===== src/rtl/demux_route_if.sv =====
// Handshake bundle for demux_route: a single producer side and NUM_OUT consumer channels.
//   in_valid/in_ready/in_sel/in_data : producer transfer, routed by in_sel
//   out_valid/out_ready/out_data      : per-channel slot handshake, channel k at
//                                       out_data[k*DATA_W +: DATA_W]
//   err_sel                           : one-cycle pulse after an illegal select is dropped
// Modports: slave = the demux itself, master = producer plus consumers.
interface demux_route_if #(
  parameter int unsigned NUM_OUT = 31,
  parameter int unsigned DATA_W  = 2,
  parameter int unsigned SEL_W   = 5
);
  logic                      in_valid;
  logic                      in_ready;
  logic [SEL_W-1:0]          in_sel;
  logic [DATA_W-1:0]         in_data;
  logic [NUM_OUT-1:0]        out_valid;
  logic [NUM_OUT-1:0]        out_ready;
  logic [NUM_OUT*DATA_W-1:0] out_data;
  logic                      err_sel;

  modport slave (
    input  in_valid, in_sel, in_data, out_ready,
    output in_ready, out_valid, out_data, err_sel
  );

  modport master (
    output in_valid, in_sel, in_data, out_ready,
    input  in_ready, out_valid, out_data, err_sel
  );
endinterface


===== src/rtl/demux_route.sv =====
// 1-to-NUM_OUT demultiplexer with a one-entry holding slot per output channel.
// Ports:
//   clk, rst_n  : clock (rising edge), asynchronous active-low reset
//   bus_io      : demux_route_if.slave (producer handshake, per-channel outputs, err_sel)
//   drop_clr    : (DEMUX_STATS_EN only) synchronous clear of drop_cnt
//   drop_cnt    : (DEMUX_STATS_EN only) saturating count of illegal-select drops
// Optional feature: define DEMUX_STATS_EN to add the drop counter.
// A stalled channel only back-pressures transfers addressed to it; illegal selects
// are always accepted, dropped and flagged on err_sel one cycle later.
module demux_route #(
  parameter int unsigned NUM_OUT = 31,
  parameter int unsigned DATA_W  = 2,
  parameter int unsigned SEL_W   = 5
) (
  input  logic                clk,
  input  logic                rst_n,
`ifdef DEMUX_STATS_EN
  input  logic                drop_clr,
  output logic [7:0]          drop_cnt,
`endif
  demux_route_if.slave        bus_io
);

  logic [NUM_OUT-1:0]        valid_q, valid_d;
  logic [NUM_OUT*DATA_W-1:0] data_q, data_d;
  logic                      err_q, err_d;
  logic [NUM_OUT-1:0]        hit;
  logic                      sel_legal;
  logic                      ready;
  logic                      accept;

  // Decode the select; ready depends only on in_sel and the addressed slot, never in_valid.
  always_comb begin
    sel_legal = (32'(bus_io.in_sel) < NUM_OUT);
    hit       = '0;
    ready     = !sel_legal;
    for (int unsigned k = 0; k < NUM_OUT; k++) begin
      hit[k] = (32'(bus_io.in_sel) == k);
      if (hit[k]) begin
        ready = !valid_q[k] || bus_io.out_ready[k];
      end
    end
  end

  assign accept = bus_io.in_valid && ready;

  // Accept wins over drain, so a same-cycle accept and drain keeps the slot full
  // with the new word. Data is never cleared on drain.
  always_comb begin
    valid_d = valid_q;
    data_d  = data_q;
    for (int unsigned k = 0; k < NUM_OUT; k++) begin
      if (accept && hit[k]) begin
        valid_d[k]                   = 1'b1;
        data_d[k*DATA_W +: DATA_W]   = bus_io.in_data;
      end else if (valid_q[k] && bus_io.out_ready[k]) begin
        valid_d[k] = 1'b0;
      end
    end
    err_d = accept && !sel_legal;
  end

  always_ff @(posedge clk or negedge rst_n) begin
    if (!rst_n) begin
      valid_q <= '0;
      data_q  <= '0;
      err_q   <= 1'b0;
    end else begin
      valid_q <= valid_d;
      data_q  <= data_d;
      err_q   <= err_d;
    end
  end

  assign bus_io.in_ready  = ready;
  assign bus_io.out_valid = valid_q;
  assign bus_io.out_data  = data_q;
  assign bus_io.err_sel   = err_q;

`ifdef DEMUX_STATS_EN
  logic [7:0] cnt_q, cnt_d;

  // Counter moves on the same edge that raises err_sel; clear beats increment.
  always_comb begin
    cnt_d = cnt_q;
    if (drop_clr) begin
      cnt_d = 8'd0;
    end else if (err_d && (cnt_q != 8'hFF)) begin
      cnt_d = cnt_q + 8'd1;
    end
  end

  always_ff @(posedge clk or negedge rst_n) begin
    if (!rst_n) begin
      cnt_q <= 8'd0;
    end else begin
      cnt_q <= cnt_d;
    end
  end

  assign drop_cnt = cnt_q;
`endif

endmodule


===== src/flat_wrapper.sv =====
// flat-port wrapper written by rule: the top's interface ports become plain ports
module demux_route_flat 
#(
  parameter int unsigned NUM_OUT = 31,
  parameter int unsigned DATA_W  = 2,
  parameter int unsigned SEL_W   = 5
)
  (clk, rst_n, bus_io_in_valid, bus_io_in_sel, bus_io_in_data, bus_io_out_ready, bus_io_in_ready, bus_io_out_valid, bus_io_out_data, bus_io_err_sel);
  demux_route_if #(.NUM_OUT(NUM_OUT), .DATA_W(DATA_W), .SEL_W(SEL_W)) bus_io_i ();
  input  logic clk;
  input  logic rst_n;
  input wire logic [$bits(bus_io_i.in_valid)-1:0] bus_io_in_valid;
  input wire logic [$bits(bus_io_i.in_sel)-1:0] bus_io_in_sel;
  input wire logic [$bits(bus_io_i.in_data)-1:0] bus_io_in_data;
  input wire logic [$bits(bus_io_i.out_ready)-1:0] bus_io_out_ready;
  output wire logic [$bits(bus_io_i.in_ready)-1:0] bus_io_in_ready;
  output wire logic [$bits(bus_io_i.out_valid)-1:0] bus_io_out_valid;
  output wire logic [$bits(bus_io_i.out_data)-1:0] bus_io_out_data;
  output wire logic [$bits(bus_io_i.err_sel)-1:0] bus_io_err_sel;
  assign bus_io_i.in_valid = bus_io_in_valid;
  assign bus_io_i.in_sel = bus_io_in_sel;
  assign bus_io_i.in_data = bus_io_in_data;
  assign bus_io_i.out_ready = bus_io_out_ready;
  assign bus_io_in_ready = bus_io_i.in_ready;
  assign bus_io_out_valid = bus_io_i.out_valid;
  assign bus_io_out_data = bus_io_i.out_data;
  assign bus_io_err_sel = bus_io_i.err_sel;
  demux_route #(.NUM_OUT(NUM_OUT), .DATA_W(DATA_W), .SEL_W(SEL_W)) u_core (.clk(clk), .rst_n(rst_n), .bus_io(bus_io_i));
endmodule

===== config.mk =====
export PLATFORM = sky130hd
export DESIGN_NAME = demux_route_flat
export DESIGN_NICKNAME = d
export VERILOG_FILES = /design/src/rtl/demux_route_if.sv /design/src/rtl/demux_route.sv /design/src/flat_wrapper.sv
export SDC_FILE = /design/constraint.sdc
export NUM_CORES = 1
export LEC_CHECK = 0
export BUFFER_PORTS_ARGS = -buffer_cell sky130_fd_sc_hd__buf_4
export CAP_MARGIN = 0
export CELL_PAD_IN_SITES_DETAIL_PLACEMENT = 1
export CELL_PAD_IN_SITES_GLOBAL_PLACEMENT = 2
export CORE_AREA = 2 2 116 118
export CTS_BUF_LIST = sky130_fd_sc_hd__clkbuf_2
export CTS_CLUSTER_SIZE = 10
export DETAILED_ROUTE_END_ITERATION = 6
export DIE_AREA = 0 0 118 120
export PLACE_DENSITY = 0.94
export SYNTH_ARGS = -nofsm -noshare
export SYNTH_HDL_FRONTEND = slang
export SYNTH_SLANG_ARGS = --single-unit

===== constraint.sdc =====
create_clock -name clk -period 7.7 [get_ports clk]
set_input_delay 1.925 -clock clk [delete_from_list [all_inputs] [get_ports clk]]
set_output_delay 1.925 -clock clk [all_outputs]
set_load 0.01 [all_outputs]

==> results of run 1 <==
==> state kept, by name, summed over array words and instances, names as in the netlist <==
signal and flops:
u_core.bus_io.err_sel 1, u_core.bus_io.out_data 62, u_core.bus_io.out_valid 31
==> synth_stat cells, drive strengths merged, types with 3 or more instances <==
| master | number | share of area (%) |
|---|---|---|
| dfrtp | 94 | 49 |
| mux2 | 62 | 19 |
| nand2 | 28 | 2.2 |
| nor2 | 26 | 5.4 |
| o21ai | 22 | 2.3 |
| nand2b | 20 | 2.6 |
| clkbuf | 14 | 1.1 |
| buf | 13 | 2.4 |
| inv | 13 | 1.1 |
| o22ai | 10 | 1.3 |
| nor2b | 8 | 1.0 |
| and3 | 7 | 1.4 |
| and2 | 5 | 0.65 |
| and3b | 5 | 0.91 |
| a21o | 4 | 0.62 |
| a21oi | 4 | 0.42 |
| or2 | 4 | 0.52 |
| a221oi | 3 | 0.68 |
| nand3b | 3 | 0.47 |
| nor3b | 3 | 0.81 |
| or3b | 3 | 0.55 |
==> area by class of cell <==
type | count | share of cell area (%)
Inverter | 13 | 0.859
Sequential cell | 94 | 39.4
Timing Repair Buffer | 137 | 17.2
Multi-Input combinational cell | 250 | 37.5
Clock inverter | 5 | 0.461
Tap cell | 176 | 3.69
Clock buffer | 10 | 0.838
==> kinds of logic after synthesis <==
family | after synthesis | share of synthesized area (%)
flops | 94 | 48.9
compound gates | 62 | 8.92
simple gates | 123 | 18.2
xor+xnor | 2 | 0.364
mux | 63 | 19.0
buf+inv | 40 | 4.53
==> how the worst min path moves through the flow <==
| stage | slack [ns] | cells after the start | start | end |
|---|---|---|---|---|
| 2_1_floorplan | 0.53 | 1 | u_core.bus_io.out_valid[2]$_DFFE_PN0P_ | u_core.bus_io.out_valid[2]$_DFFE_PN0P_ |
| 3_3_place_gp | 0.48 | 1 | u_core.bus_io.out_valid[2]$_DFFE_PN0P_ | u_core.bus_io.out_valid[2]$_DFFE_PN0P_ |
| 3_5_place_dp | 0.50 | 1 | u_core.bus_io.out_data[31]$_DFFE_PN0P_ | u_core.bus_io.out_data[31]$_DFFE_PN0P_ |
| 4_1_cts | 0.55 | 1 | u_core.bus_io.out_data[46]$_DFFE_PN0P_ | u_core.bus_io.out_data[46]$_DFFE_PN0P_ |
| 5_1_grt | 0.57 | 1 | u_core.bus_io.out_data[46]$_DFFE_PN0P_ | u_core.bus_io.out_data[46]$_DFFE_PN0P_ |
| 6_report | 0.54 | 1 | u_core.bus_io.out_data[46]$_DFFE_PN0P_ | u_core.bus_io.out_data[46]$_DFFE_PN0P_ |
==> where the power goes <==
group          switching (mW)  leakage, nW  internal, mW
sequential             0.0410         1.26         0.558
clock                   0.167       0.0573        0.0398
combinational           0.147         1.54         0.183
==> cell usage in the layout, fill, tap and decap left out, types with 3 or more instances in the layout <==
cell type,netlist,final
nor2_2,4,4
a21oi_1,4,4
or2_2,4,4
clkbuf_2,0,10
o21ai_0,22,22
and3_4,5,5
clkinv_2,0,4
inv_1,12,12
mux2_2,10,10
dfrtp_1,94,94
o22ai_1,10,10
and3b_1,5,5
and2_1,5,5
nor2b_1,8,8
nand3b_1,3,3
buf_4,3,137
nor2_4,20,20
nand2b_1,20,20
mux2_4,52,52
a21o_1,4,4
nand2_1,28,28
==> stage by stage <==
| stage | cells | instance area, µm² | utilization (%) |
|---|---|---|---|
| CTS | 685 | 5970 | 46.0 |
| floorplan | 384 | 4810 | - |
| detailed placement | 670 | 5890 | 45.4 |
| global route | 685 | 5970 | 46.0 |
| global placement | 670 | 5890 | 45.4 |
| finish | 685 | 5970 | 46.0 |
==> routing by layer <==
metal,vias to the layer above,wire length (µm)
li1,1578,-
met5,-,0
met4,0,181
met2,89,6480
met1,1711,5880
met3,14,793
==> results by group, run 1 <==
Yosys
  • Yosys warns: 0
  • Syn nets: 425
  • Seq/Total Area, Yosys: 48.9%
  • Post-Synthesis Cells: 384
  • Avg Cell Area, Syn: 12.5 µm²
  • Synth Cell Area: 4810 µm²
  • Main synth FF type: dfrtp_1
  • Yosys reg bits: 94
  • Count of flip-flops with a built-in enable after synthesis: 0
  • Async set or reset register ratio after synthesis: 100%
  • Number of distinct library cells after synthesis: 59

Critical path
  • CP top delay family: compound AO/OA/AOI/OAI gates
  • Crit path buf inv count: 3
  • Top cell by count, worst path: buf_4
  • Startpoint types: input pin
  • Reg2reg path depth: 8
  • R2R Path Start: u_core.bus_io.out_valid[0]$_DFFE_PN0P_
  • Critical Path End Type: output port
  • Data required time of the worst path: 5.78 ns
  • Critical path depth: 8
  • Critical R2R Capture: u_core.bus_io.out_data[37]$_DFFE_PN0P_
  • WS Path Type: in2out
  • CP max stage delay: 0.44 ns
  • Crit-path cells: buf_4, nor2b_1, a2111oi_2, a221o_1, a221oi_2, o211a_4, inv_4, buf_4
  • R2r setup slk: 4.71 ns
  • CP max FO: 23
  • Slowest cell on the critical path: nor2b_1
  • Setup crit end: bus_io_in_ready
  • CP Launch Point: bus_io_in_sel[0]
  • WP data arrival: 3.71 ns

STA
  • Final min period: 5.64 ns
  • Fin. Hold Viols: 0
  • Final Max Slew Viols: 0
  • Skew final: 0.0264 ns
  • Hold Worst Slack: 0.539 ns
  • Maximum clock rate: 177 MHz
  • Rel. slew slack: 41.3%
  • Worst Setup Slack, final: 2.06 ns
  • Slew at the pin with the worst max-slew slack: 0.881 ns
  • Post-route clock period utilization: 73.2%
  • Unrepaired setup endpoints after global routing: false
  • Setup TNS Final: 0 ns
  • Setup Viol. Count Final: 0

Cells and area
  • Register area: 2350 µm²
  • Ant diodes: 0
  • Area grow syn2layout: 24.1%
  • Fill count: 1408
  • Area of the multi-input gates: 2240 µm²
  • Layout cell share with drive strength beyond 1: 50.7%
  • Final #Nets: 546

Clock tree
  • Clk_lat worst skew: 0.60 ns
  • CTS Buf Count: 9
  • CTS tree: yes
  • CTS resizes: 0
  • Clk root buf: clkbuf_2
  • Sink Count: 94
  • Post-CTS Setup Inserts: 0
  • Maximum clock insertion buffer count: 2
  • Hold-fix buffers, CTS: 0
  • Clock transition at path regs: 0.22 ns
  • H-tree depth: 3

Min path
  • Worst min-delay path class: reg2reg

Die
  • Die Span Y: 120 µm
  • Initial Util: 37.1%
  • Top Ports: 136
  • Full die area: 14200 µm²
  • Num rows: 42
  • Die Wd: 118 µm
  • Core ar.: 13000 µm²

Global routing
  • Pin count of the biggest net entering global routing: 51
  • Total congestion overflow: 0
  • GRT Total Usage: 19.4%
  • Met3 usage: 5.99%
  • Vias in the first global route: 3788
  • Initial antenna violation count: 0
  • First-pass GRT wire length: 21300 µm
  • Layer with the highest usage: met2
  • Grt met1 use: 24.4%
  • GR Layer Usage met2: 32.2%

Placed design
  • Hpwl dp: 9630 µm
  • Gpl congestion: 0.806
  • Number of port buffers: 135
  • Setup WS pre-CTS: 2.08 ns

Run
  • Max Cap Viol: 0

Route
  • Vias per std cell: 4.95
  • DRT iter0 DRCs: 165
  • DRC: 0
  • Routed WL per cell: 19.5 µm
  • Detailed Route WL: 13300 µm
  • Via count: 3392
  • Post-detailed-route count of antenna-violating nets: 0
  • TritonRoute pass-1 iters: 4

Pwr
  • Peak VDD IR: 95.9 µV
  • PnR Total Power: 1.14 mW
  • PwrDens: 190 nW/µm²
  • Pleak: 2.86 nW

Status
  • Status: complete, no violations
(Power assumes the default switching activity.)
==> run 2, diff against run 1 <==
--- a/config.mk
+++ b/config.mk
@@ -9,12 +9,12 @@
 export CAP_MARGIN = 0
 export CELL_PAD_IN_SITES_DETAIL_PLACEMENT = 1
 export CELL_PAD_IN_SITES_GLOBAL_PLACEMENT = 2
-export CORE_AREA = 2 2 116 118
+export CORE_AREA = 2 2 121 123
 export CTS_BUF_LIST = sky130_fd_sc_hd__clkbuf_2
 export CTS_CLUSTER_SIZE = 10
 export DETAILED_ROUTE_END_ITERATION = 6
-export DIE_AREA = 0 0 118 120
-export PLACE_DENSITY = 0.94
+export DIE_AREA = 0 0 123 125
+export PLACE_DENSITY = 0.88
 export SYNTH_ARGS = -nofsm -noshare
 export SYNTH_HDL_FRONTEND = slang
 export SYNTH_SLANG_ARGS = --single-unit
==> constraint.sdc (replaced) <==
create_clock -name clk -period 5.2 [get_ports clk]
set_input_delay 1.3 -clock clk [delete_from_list [all_inputs] [get_ports clk]]
set_output_delay 1.3 -clock clk [all_outputs]
set_load 0.01 [all_outputs]
==> run 2 against run 1 <==
Largest power group unchanged. Highest routed layer unchanged. Critical endpoint unchanged. Sequential share of layout area shrank 0.091 points. Combinational power grew 48%. Critical path type unchanged. Worst hold slack lost 0.0013 ns. Global-route usage shrank 0.96 points. Clock skew grew 0.0067 ns. Clock-buffer cell count grew 1.
==> results by group, run 2 (synthesized netlist as in run 1, its figures left out) <==
Pwr
  • PwrDens: 282 nW/µm²
  • Pleak: 2.86 nW
  • Peak VDD IR: 122 µV

Clock tree
  • H-tree depth: 3
  • CTS tree: yes
  • Post-CTS Setup Inserts: 0
  • CTS resizes: 0
  • CTS Buf Count: 9
  • Sink Count: 94
  • Clock transition at path regs: 0.23 ns
  • Clk_lat worst skew: 0.61 ns
  • Hold-fix buffers, CTS: 0
  • Maximum clock insertion buffer count: 2
  • Clk root buf: clkbuf_2

Cells and area
  • Fin util: 42.1%
  • Most frequent cells in the layout: buf_4 (137), dfrtp_1 (94), mux2_4 (52)
  • Register area: 2350 µm²
  • Area of the multi-input gates: 2240 µm²
  • Layout cell share with drive strength beyond 1: 50.6%
  • Commonest non-fill, non-tap cell in the layout: buf_4
  • Max reg flops: 62
  • Final #Nets: 546
  • Ant diodes: 0
  • Area grow syn2layout: 24.4%
  • Fill count: 1546

Critical path
  • Data required time of the worst path: 3.90 ns
  • Crit-path cells: buf_4, nor2b_1, a2111oi_2, a221o_1, a221oi_2, o211a_4, inv_4, buf_4
  • CP max stage delay: 0.43 ns
  • WP data arrival: 3.06 ns
  • WS Path Type: in2out
  • Reg2reg path depth: 8
  • Slowest cell on the critical path: nor2b_1
  • Critical R2R Capture: u_core.bus_io.out_data[37]$_DFFE_PN0P_
  • R2R Path Start: u_core.bus_io.out_valid[0]$_DFFE_PN0P_
  • CP max FO: 23
  • Startpoint types: input pin
  • Critical Path End Type: output port
  • Top cell by count, worst path: buf_4
  • R2r setup slk: 2.23 ns

Route
  • Vias per std cell: 4.93
  • Routed WL per cell: 19.4 µm
  • Post-detailed-route count of antenna-violating nets: 0
  • Max layer used: met4
  • Met2 wire len: 6590 µm
  • Detailed Route WL: 13500 µm
  • DRC: 0
  • DRT iter0 DRCs: 113
  • TritonRoute pass-1 iters: 4
  • Met1 Wirelength: 6040 µm
  • Via count: 3421
  • Met3 WL: 670 µm

Placed design
  • Hpwl dp: 9900 µm
  • Number of port buffers: 135
  • Gpl congestion: 0.765

STA
  • Maximum clock rate: 230 MHz
  • Final min period: 4.36 ns
  • Unrepaired setup endpoints after global routing: false
  • Setup TNS Final: 0 ns
  • Post-route clock period utilization: 83.8%
  • Rel. slew slack: 41.4%
  • Final Max Slew Viols: 0
  • Slew at the pin with the worst max-slew slack: 0.878 ns
  • Fin. Hold Viols: 0
  • Skew final: 0.0332 ns
  • Setup Viol. Count Final: 0

Min path
  • WHS Endpoint: u_core.bus_io.out_valid[2]$_DFFE_PN0P_
  • Hold Startpoint: u_core.bus_io.out_valid[2]$_DFFE_PN0P_
  • Worst hold path stage count: 1
  • Worst min-delay path class: reg2reg

Global routing
  • Total congestion overflow: 0
  • Pin count of the biggest net entering global routing: 67
  • Vias in the first global route: 3876
  • GRT Total Usage: 18.5%
  • Initial antenna violation count: 0
  • First-pass GRT wire length: 21500 µm

Die
  • Die Wd: 123 µm
  • Top Ports: 136
  • Full die area: 15400 µm²
  • Die Span Y: 125 µm
  • Num rows: 44
  • Initial Util: 33.9%
  • Core ar.: 14200 µm²

Run
  • Max Cap Viol: 0

Status
  • Status: complete, no violations
## run 2: changes by cell type in the layout (fill, tap and decap cells not counted), sizes merged
cell / before / now
clkbuf: 10 / 11
## run 2: through the flow
stage               instance area (µm²)  total power, mW  worst slack [ns]  instances  hold WS (ns)
global route                       5980             1.79             0.711        694         0.567
global placement                   5900             1.38             0.902        678         0.481
floorplan                          4810             1.17              1.21        384         0.533
detailed placement                 5900             1.40             0.791        678         0.490
CTS                                5980             1.72             0.803        694         0.537
finish                             5980             1.69             0.843        694         0.538
## run 2: worst max path at each step
stage	to	cells after the start	from
after floorplan	bus_io_in_ready	7	bus_io_in_sel[2]
after global placement	bus_io_in_ready	8	bus_io_in_sel[0]
after detailed placement	bus_io_in_ready	8	bus_io_in_sel[1]
after CTS	bus_io_in_ready	8	bus_io_in_sel[1]
after global routing	bus_io_in_ready	8	bus_io_in_sel[0]
final	bus_io_in_ready	8	bus_io_in_sel[0]
## run 2: critical path: cells and delay by family
kind	cells	cell delay, ns
compound gates	4	0.90
buf+inv	3	0.42
simple gates	1	0.43
## run 2: layout make-up
type	count	share of cell area, %
Clock buffer	11	0.920
Multi-Input combinational cell	250	37.4
Sequential cell	94	39.3
Timing Repair Buffer	137	17.2
Inverter	13	0.857
Clock inverter	5	0.439
Tap cell	184	3.85
## run 2: per-layer routing
metal  vias up  GRT usage, %
met1      1734          24.6
li1       1588             -
met5         -             0
met4         0          6.35
met3        13          4.15
met2        86          29.5
## run 2: report_power, final
part	switching [mW]	total (mW)	internal, mW
registers	0.0608	0.888	0.827
logic	0.219	0.490	0.271
clock network	0.250	0.313	0.0628
total	0.530	1.69	1.16
